==> src/rtl/alu_arb_pkg.sv <==
// alu_arb_pkg
// Shared definitions for the ALU arbiter slice: the ALU control codes the
// MIPS datapath uses, the arbiter FSM state type and the requester port id.
// No ports; imported by rr_arb2 and alu_arbiter.

package alu_arb_pkg;

   // ALU control codes, passed through unchanged to the external ALU
   localparam logic [3:0] ALU_AND = 4'b0000;
   localparam logic [3:0] ALU_OR  = 4'b0001;
   localparam logic [3:0] ALU_ADD = 4'b0010;
   localparam logic [3:0] ALU_SUB = 4'b0110;
   localparam logic [3:0] ALU_SLT = 4'b0111;

   // Sequencer states: accept a request, let the ALU settle, hold the result
   typedef enum logic [1:0] {
      IDLE = 2'd0,
      EXEC = 2'd1,
      RESP = 2'd2
   } state_t;

   // Requester identity (port 0 = main execute path, port 1 = auxiliary)
   typedef enum logic {
      PORT0 = 1'b0,
      PORT1 = 1'b1
   } port_t;

endpackage

==> src/rtl/alu_arbiter_rr_arb2.sv <==
// rr_arb2
// Two-way grant generator for the ALU arbiter. Purely combinational.
// Build option: ALU_ARB_FIXED_PRIO_EN selects fixed priority (port 0 wins
// every tie) and removes the 'last' input; otherwise round-robin.
// Ports:
//   valid_0, valid_1  in   request valid of each port
//   last              in   most recently granted port (round-robin build only)
//   grant_0, grant_1  out  one-hot (or zero) grant

module rr_arb2
   import alu_arb_pkg::*;
(
   input  logic  valid_0,
   input  logic  valid_1,
`ifndef ALU_ARB_FIXED_PRIO_EN
   input  port_t last,
`endif
   output logic  grant_0,
   output logic  grant_1
);

   // A lone requester always wins; on a tie the port that was not granted
   // last time wins (or port 0 unconditionally in the fixed-priority build).
   always_comb begin
`ifdef ALU_ARB_FIXED_PRIO_EN
      grant_0 = valid_0;
      grant_1 = valid_1 & ~valid_0;
`else
      grant_0 = valid_0 & (~valid_1 | (last == PORT1));
      grant_1 = valid_1 & (~valid_0 | (last == PORT0));
`endif
   end

endmodule

==> src/rtl/alu_arbiter.sv <==
// alu_arbiter
// Shares the single combinational 32-bit ALU between two requesters. Takes
// one operation at a time over a valid/ready handshake, drives the ALU from
// registered operand/control lines, captures the result and zero flag and
// holds them on the response channel of the requester that owns the op.
// Build option: ALU_ARB_FIXED_PRIO_EN (fixed priority to port 0, no 'last').
// Ports:
//   clk, rst_n                      clock, async active-low reset
//   req_valid_x / req_ready_x       request handshake of port x
//   req_in1_x, req_in2_x, req_ctr_x operands and ALU control of port x
//   rsp_valid_x / rsp_ready_x       response handshake of port x
//   rsp_res, rsp_zero               held result and zero flag (shared)
//   alu_input1, alu_input2, alu_ctr registered drive to the external ALU
//   alu_res, alu_zero               external ALU outputs

module alu_arbiter
   import alu_arb_pkg::*;
#(
   parameter int WIDTH = 32,
   parameter int CTR_W = 4
) (
   input  logic             clk,
   input  logic             rst_n,
   input  logic             req_valid_0,
   input  logic             req_valid_1,
   output logic             req_ready_0,
   output logic             req_ready_1,
   input  logic [WIDTH-1:0] req_in1_0,
   input  logic [WIDTH-1:0] req_in1_1,
   input  logic [WIDTH-1:0] req_in2_0,
   input  logic [WIDTH-1:0] req_in2_1,
   input  logic [CTR_W-1:0] req_ctr_0,
   input  logic [CTR_W-1:0] req_ctr_1,
   output logic             rsp_valid_0,
   output logic             rsp_valid_1,
   input  logic             rsp_ready_0,
   input  logic             rsp_ready_1,
   output logic [WIDTH-1:0] rsp_res,
   output logic             rsp_zero,
   output logic [WIDTH-1:0] alu_input1,
   output logic [WIDTH-1:0] alu_input2,
   output logic [CTR_W-1:0] alu_ctr,
   input  logic [WIDTH-1:0] alu_res,
   input  logic             alu_zero
);

   state_t state;
   state_t state_nxt;
   port_t  owner;
`ifndef ALU_ARB_FIXED_PRIO_EN
   port_t  last;
`endif
   logic   grant_0;
   logic   grant_1;
   logic   hs_0;
   logic   hs_1;
   logic   rsp_hs;

   rr_arb2 u_arb (
      .valid_0 (req_valid_0),
      .valid_1 (req_valid_1),
`ifndef ALU_ARB_FIXED_PRIO_EN
      .last    (last),
`endif
      .grant_0 (grant_0),
      .grant_1 (grant_1)
   );

   assign hs_0   = req_valid_0 & req_ready_0;
   assign hs_1   = req_valid_1 & req_ready_1;
   assign rsp_hs = (rsp_valid_0 & rsp_ready_0) | (rsp_valid_1 & rsp_ready_1);

   // State register
   always_ff @(posedge clk or negedge rst_n) begin
      if (!rst_n) begin
         state <= IDLE;
      end else begin
         state <= state_nxt;
      end
   end

   // Next state: one op in flight; a response handshake returns to IDLE, so
   // a new request can only be taken on the following cycle.
   always_comb begin
      state_nxt = state;
      case (state)
         IDLE:    if (hs_0 || hs_1) state_nxt = EXEC;
         EXEC:    state_nxt = RESP;
         RESP:    if (rsp_hs) state_nxt = IDLE;
         default: state_nxt = IDLE;
      endcase
   end

   // Handshake outputs: ready only in IDLE for the granted port, response
   // valid only in RESP for the owner (the non-owner's rsp_ready is ignored).
   always_comb begin
      req_ready_0 = 1'b0;
      req_ready_1 = 1'b0;
      rsp_valid_0 = 1'b0;
      rsp_valid_1 = 1'b0;
      if (state == IDLE) begin
         req_ready_0 = grant_0;
         req_ready_1 = grant_1;
      end
      if (state == RESP) begin
         rsp_valid_0 = (owner == PORT0);
         rsp_valid_1 = (owner == PORT1);
      end
   end

   // Datapath: ALU drive registers only load on a request handshake so the
   // ALU inputs stay quiet while idle; the result is captured after the
   // single EXEC cycle and then held until the next op reaches EXEC.
   always_ff @(posedge clk or negedge rst_n) begin
      if (!rst_n) begin
         owner      <= PORT0;
`ifndef ALU_ARB_FIXED_PRIO_EN
         last       <= PORT1;
`endif
         alu_input1 <= '0;
         alu_input2 <= '0;
         alu_ctr    <= '0;
         rsp_res    <= '0;
         rsp_zero   <= 1'b0;
      end else begin
         if (hs_0) begin
            alu_input1 <= req_in1_0;
            alu_input2 <= req_in2_0;
            alu_ctr    <= req_ctr_0;
            owner      <= PORT0;
`ifndef ALU_ARB_FIXED_PRIO_EN
            last       <= PORT0;
`endif
         end else if (hs_1) begin
            alu_input1 <= req_in1_1;
            alu_input2 <= req_in2_1;
            alu_ctr    <= req_ctr_1;
            owner      <= PORT1;
`ifndef ALU_ARB_FIXED_PRIO_EN
            last       <= PORT1;
`endif
         end
         if (state == EXEC) begin
            rsp_res  <= alu_res;
            rsp_zero <= alu_zero;
         end
      end
   end

endmodule

==> config.mk <==
export PLATFORM = sky130hd
export DESIGN_NAME = alu_arbiter
export DESIGN_NICKNAME = d
export VERILOG_FILES = /design/src/rtl/alu_arb_pkg.sv /design/src/rtl/alu_arbiter_rr_arb2.sv /design/src/rtl/alu_arbiter.sv
export SDC_FILE = /design/constraint.sdc
export NUM_CORES = 1
export LEC_CHECK = 0
export CORE_ASPECT_RATIO = 1.25
export CORE_MARGIN = 4
export CORE_UTILIZATION = 25
export DETAILED_ROUTE_END_ITERATION = 7
export GPL_TIMING_DRIVEN = 0
export PLACE_DENSITY = 0.64
export SYNTH_ARGS = -nofsm -noshare
export SYNTH_HDL_FRONTEND = slang
export SYNTH_SLANG_ARGS = --single-unit
==> constraint.sdc <==
create_clock -name clk -period 3 [get_ports clk]
set_input_delay 0.3 -clock clk [delete_from_list [all_inputs] [get_ports clk]]
set_output_delay 0.3 -clock clk [all_outputs]
set_load 0.02 [all_outputs]
==> summary.txt <==
Status
  • Status: completed

Route
  • DRT Pass-1 Iters: 4
  • Via density per instance: ~4.6
  • Routed via count: ~4,900
  • DRT iter0 DRCs: around 240
  • Routed WL per cell: between 15 and 20 um
  • Detailed Route WL: ~20,000 um
  • Remaining antenna violation count: 0
  • Drt drc: 0

CTS
  • H-tree Lvls: 3
  • Clock Sink Count: about 110
  • Clock slew at reported path FFs: about 80 ps
  • Worst-Skew Late Latency: roughly 360 ps
  • Max clock buf depth: 2
  • TritonCTS clock tree: yes
  • Post-CTS setup buffer count: 0
  • Clk root buf: clkbuf_16
  • CTS Buf Count: 9

Timing
  • Maximum clock rate: between 300 and 400 MHz
  • RSZ-0062 raised after global routing: false
  • Worst Skew: 6.88 ps
  • Final period util: between 90% and 100%
  • Relative slew slack: between 40% and 50%
  • Hold Vio Cnt, Final: 0
  • Post-route minimum period: approximately 2800 ps
  • Final worst slack: about 190 ps
  • Max-slew violations: 0
  • Worst-Margin Slew: about 800 ps
  • Endpoints failing setup: 0

Critical path
  • Family with the most delay on the worst path: buffers and inverters
  • Crit-path slowest cell: clkdlybuf4s50_1
  • Arr. time, crit path: about 2500 ps
  • Slowest Stage Delay on Critical Path: between 600 and 700 ps
  • CP Cell Sequence: clkdlybuf4s50_1, nor3b_4, and2_1, buf_4, buf_6, clkdlybuf4s50_1
  • Most frequent CP cell: clkdlybuf4s50_1
  • WP buf/inv: 4
  • Critical Path Sink Type: output port
  • CP Data Required Time: about 2700 ps
  • CP startpoint kind: input pin
  • CP max FO: 10
  • Critical path class: input pin to output port

Global route
  • Wire length of the first global-routing pass: 30,900 um
  • Total gr overflow: 0
  • Vias in the first global route: approximately 5,300
  • Largest net degree at the start of global routing: 67
  • Initial antenna violation count: 1
  • All-Layer GR Usage: 16.3%

Die
  • IO Count: 280
  • Die width: ~140 um
  • Die height: about 170 um
  • Core Box Area: ~0.021 mm^2
  • Die Area: approximately 0.024 mm^2
  • Effective utilization at floorplan: roughly 25%
  • Row count: 60

Yosys
  • Mapped Area: roughly 0.0054 mm^2
  • Number of library cell types mapped by synthesis: 22
  • Synthesized instance count: about 480
  • Syn nets: around 650
  • Sequential share of the synthesized area: between 40% and 50%
  • Mapped Avg Cell Area: 11.3 um^2
  • Post-synthesis register bit count: between 100 and 150
  • Synth warn: 0

Placement
  • Count of buffers from port buffering: 279
  • Gpl congestion: 0.804
  • Final HPWL DP: 15,100 um
  • DP Worst Slack: -76.9 ps
  • Placed insts: between 1,000 and 1,500
  • Cell area after placement: 0.00859 mm^2

Final layout
  • Share of cells above drive strength 1: between 10% and 20%
  • P&R area growth vs syn: 64.1%
  • Finished Cell Area: approximately 0.0089 mm^2
  • Final Non-Filler Cells: around 1,100
  • Final #Nets: 945

Min path
  • HP Class: input pin to async pin

Power
  • Worst vdd ir: around 0.45 mV
  • Cell leakage power: between 3 and 4 nW
  • Pwr dens: about 1000 mW/mm^2

Run
  • MaxCap Viol Count: 0
-- kinds of logic (layout without fill, tap and decap cells) --
logic type      after synthesis  in the layout  synth area share (%)
compound gates              139            139                  27.0
buf+inv                     118            415                  9.62
flops                       105            105                  48.5
simple gates                 81             81                  7.61
mux                          35             35                  7.24
other cells                   0              1                     0
-- cells in the mapped netlist --
master / n / area (um^2)
clkbuf_1: 28 / 105
mux2_2: 5 / 56.3
buf_4: 4 / 30.0
o21ai_0: 67 / 335
dfstp_2: 1 / 26.3
o21ai_1: 2 / 10.0
and2_1: 2 / 12.5
nand2b_1: 3 / 18.8
nor3b_2: 1 / 12.5
inv_1: 70 / 263
buf_6: 7 / 78.8
mux2i_1: 1 / 10.0
o21ai_2: 1 / 8.76
or2_1: 1 / 6.26
buf_2: 9 / 45.0
dfrtp_1: 104 / 2600
mux2_1: 29 / 327
o22ai_1: 1 / 6.26
o311ai_2: 68 / 1110
nand3_1: 68 / 340
nor2_1: 5 / 18.8
nand2_1: 1 / 3.75
-- placed cells by master (no fill, tap or decap), drive strengths merged, types with 2 or more instances in the layout --
| cell type | instances |
|---|---|
| dfrtp | 104 |
| nand2b | 3 |
| clkdlybuf4s50 | 278 |
| and2 | 2 |
| inv | 75 |
| buf | 22 |
| o21ai | 70 |
| nand3 | 68 |
| mux2 | 34 |
| nor2 | 5 |
| o311ai | 68 |
| clkbuf | 38 |
-- final cells by class --
cell class / count / area [um^2]
sequential: 105 / 2630
multi-input combinational: 255 / 2280
inverter: 70 / 263
antenna: 1 / 2.50
buffer: 48 / 259
clock buffer: 10 / 229
clock inverter: 6 / 56.3
tap: 279 / 349
timing repair buffer: 281 / 2830
fill: 2165 / 12600
-- worst register-to-register path: cells and delay by family (launching register included) --
family,cells,cell delay [ps]
AOI/OAI and AO/OA,1,110
DFF,1,550
and+or+nand+nor,2,260
buffers and inverters,3,980
-- metrics by stage --
step           hold WS, ps  total power, mW  utilization, %  TNS (ps)
2_1_floorplan         4.41             5.54               -         0
3_3_place_gp           472             7.92            39.9   -289260
3_5_place_dp           246             7.99            40.0     -76.9
4_1_cts                419             9.22            41.4         0
5_1_grt                448             9.64            41.4         0
6_report               415             9.05            41.4         0
-- worst paths after layout --
| check | from | to | slack (ps) | cells after the start |
|---|---|---|---|---|
| setup / recovery | req_valid_0 | req_ready_0 | 190 | 6 |
| hold / removal | rst_n | rsp_res[15]$_DFFE_PN0N_ | 410 | 2 |
| setup reg to reg | last$_DFFE_PN1P_ | alu_input1[21]$_DFFE_PN0P_ | 1020 | 6 |
| hold reg to reg | last$_DFFE_PN1P_ | last$_DFFE_PN1P_ | 490 | 1 |
| max in group asynchronous | rst_n | last$_DFFE_PN1P_ | 1870 | 3 |
| min in group clk | last$_DFFE_PN1P_ | last$_DFFE_PN1P_ | 490 | 1 |
-- routing by layer --
layer / track usage (%) / share of wire, % / up-vias
li1: - / - / 2314
met1: 19.0 / 39 / 2356
met2: 27.8 / 50 / 182
met3: 5.15 / 7.5 / 29
met4: 5.98 / 2.7 / 2
met5: 0 / 0.066 / -
-- flip-flops by register name (all words and copies together), names as in the netlist --
| name | cells |
|---|---|
| alu_input2 | 32 |
| alu_input1 | 32 |
| rsp_res | 32 |
| state | 2 |
| rsp_zero | 1 |
| alu_ctr | 4 |
| last | 1 |
| owner | 1 |
-- power by group --
group | total (mW) | switching, mW | internal (mW)
Clock | 1.17 | 0.589 | 0.586
Sequential | 2.53 | 0.367 | 2.16
Combinational | 5.34 | 2.84 | 2.50
Total | 9.05 | 3.80 | 5.25
-- timing repair --
action                                  CTS  global route
endpoints found under the setup margin    1             0
resized for setup                         1             0
hold endpoints to repair                 39             0
hold buffers                              1             0
(Power assumes the default switching activity.)
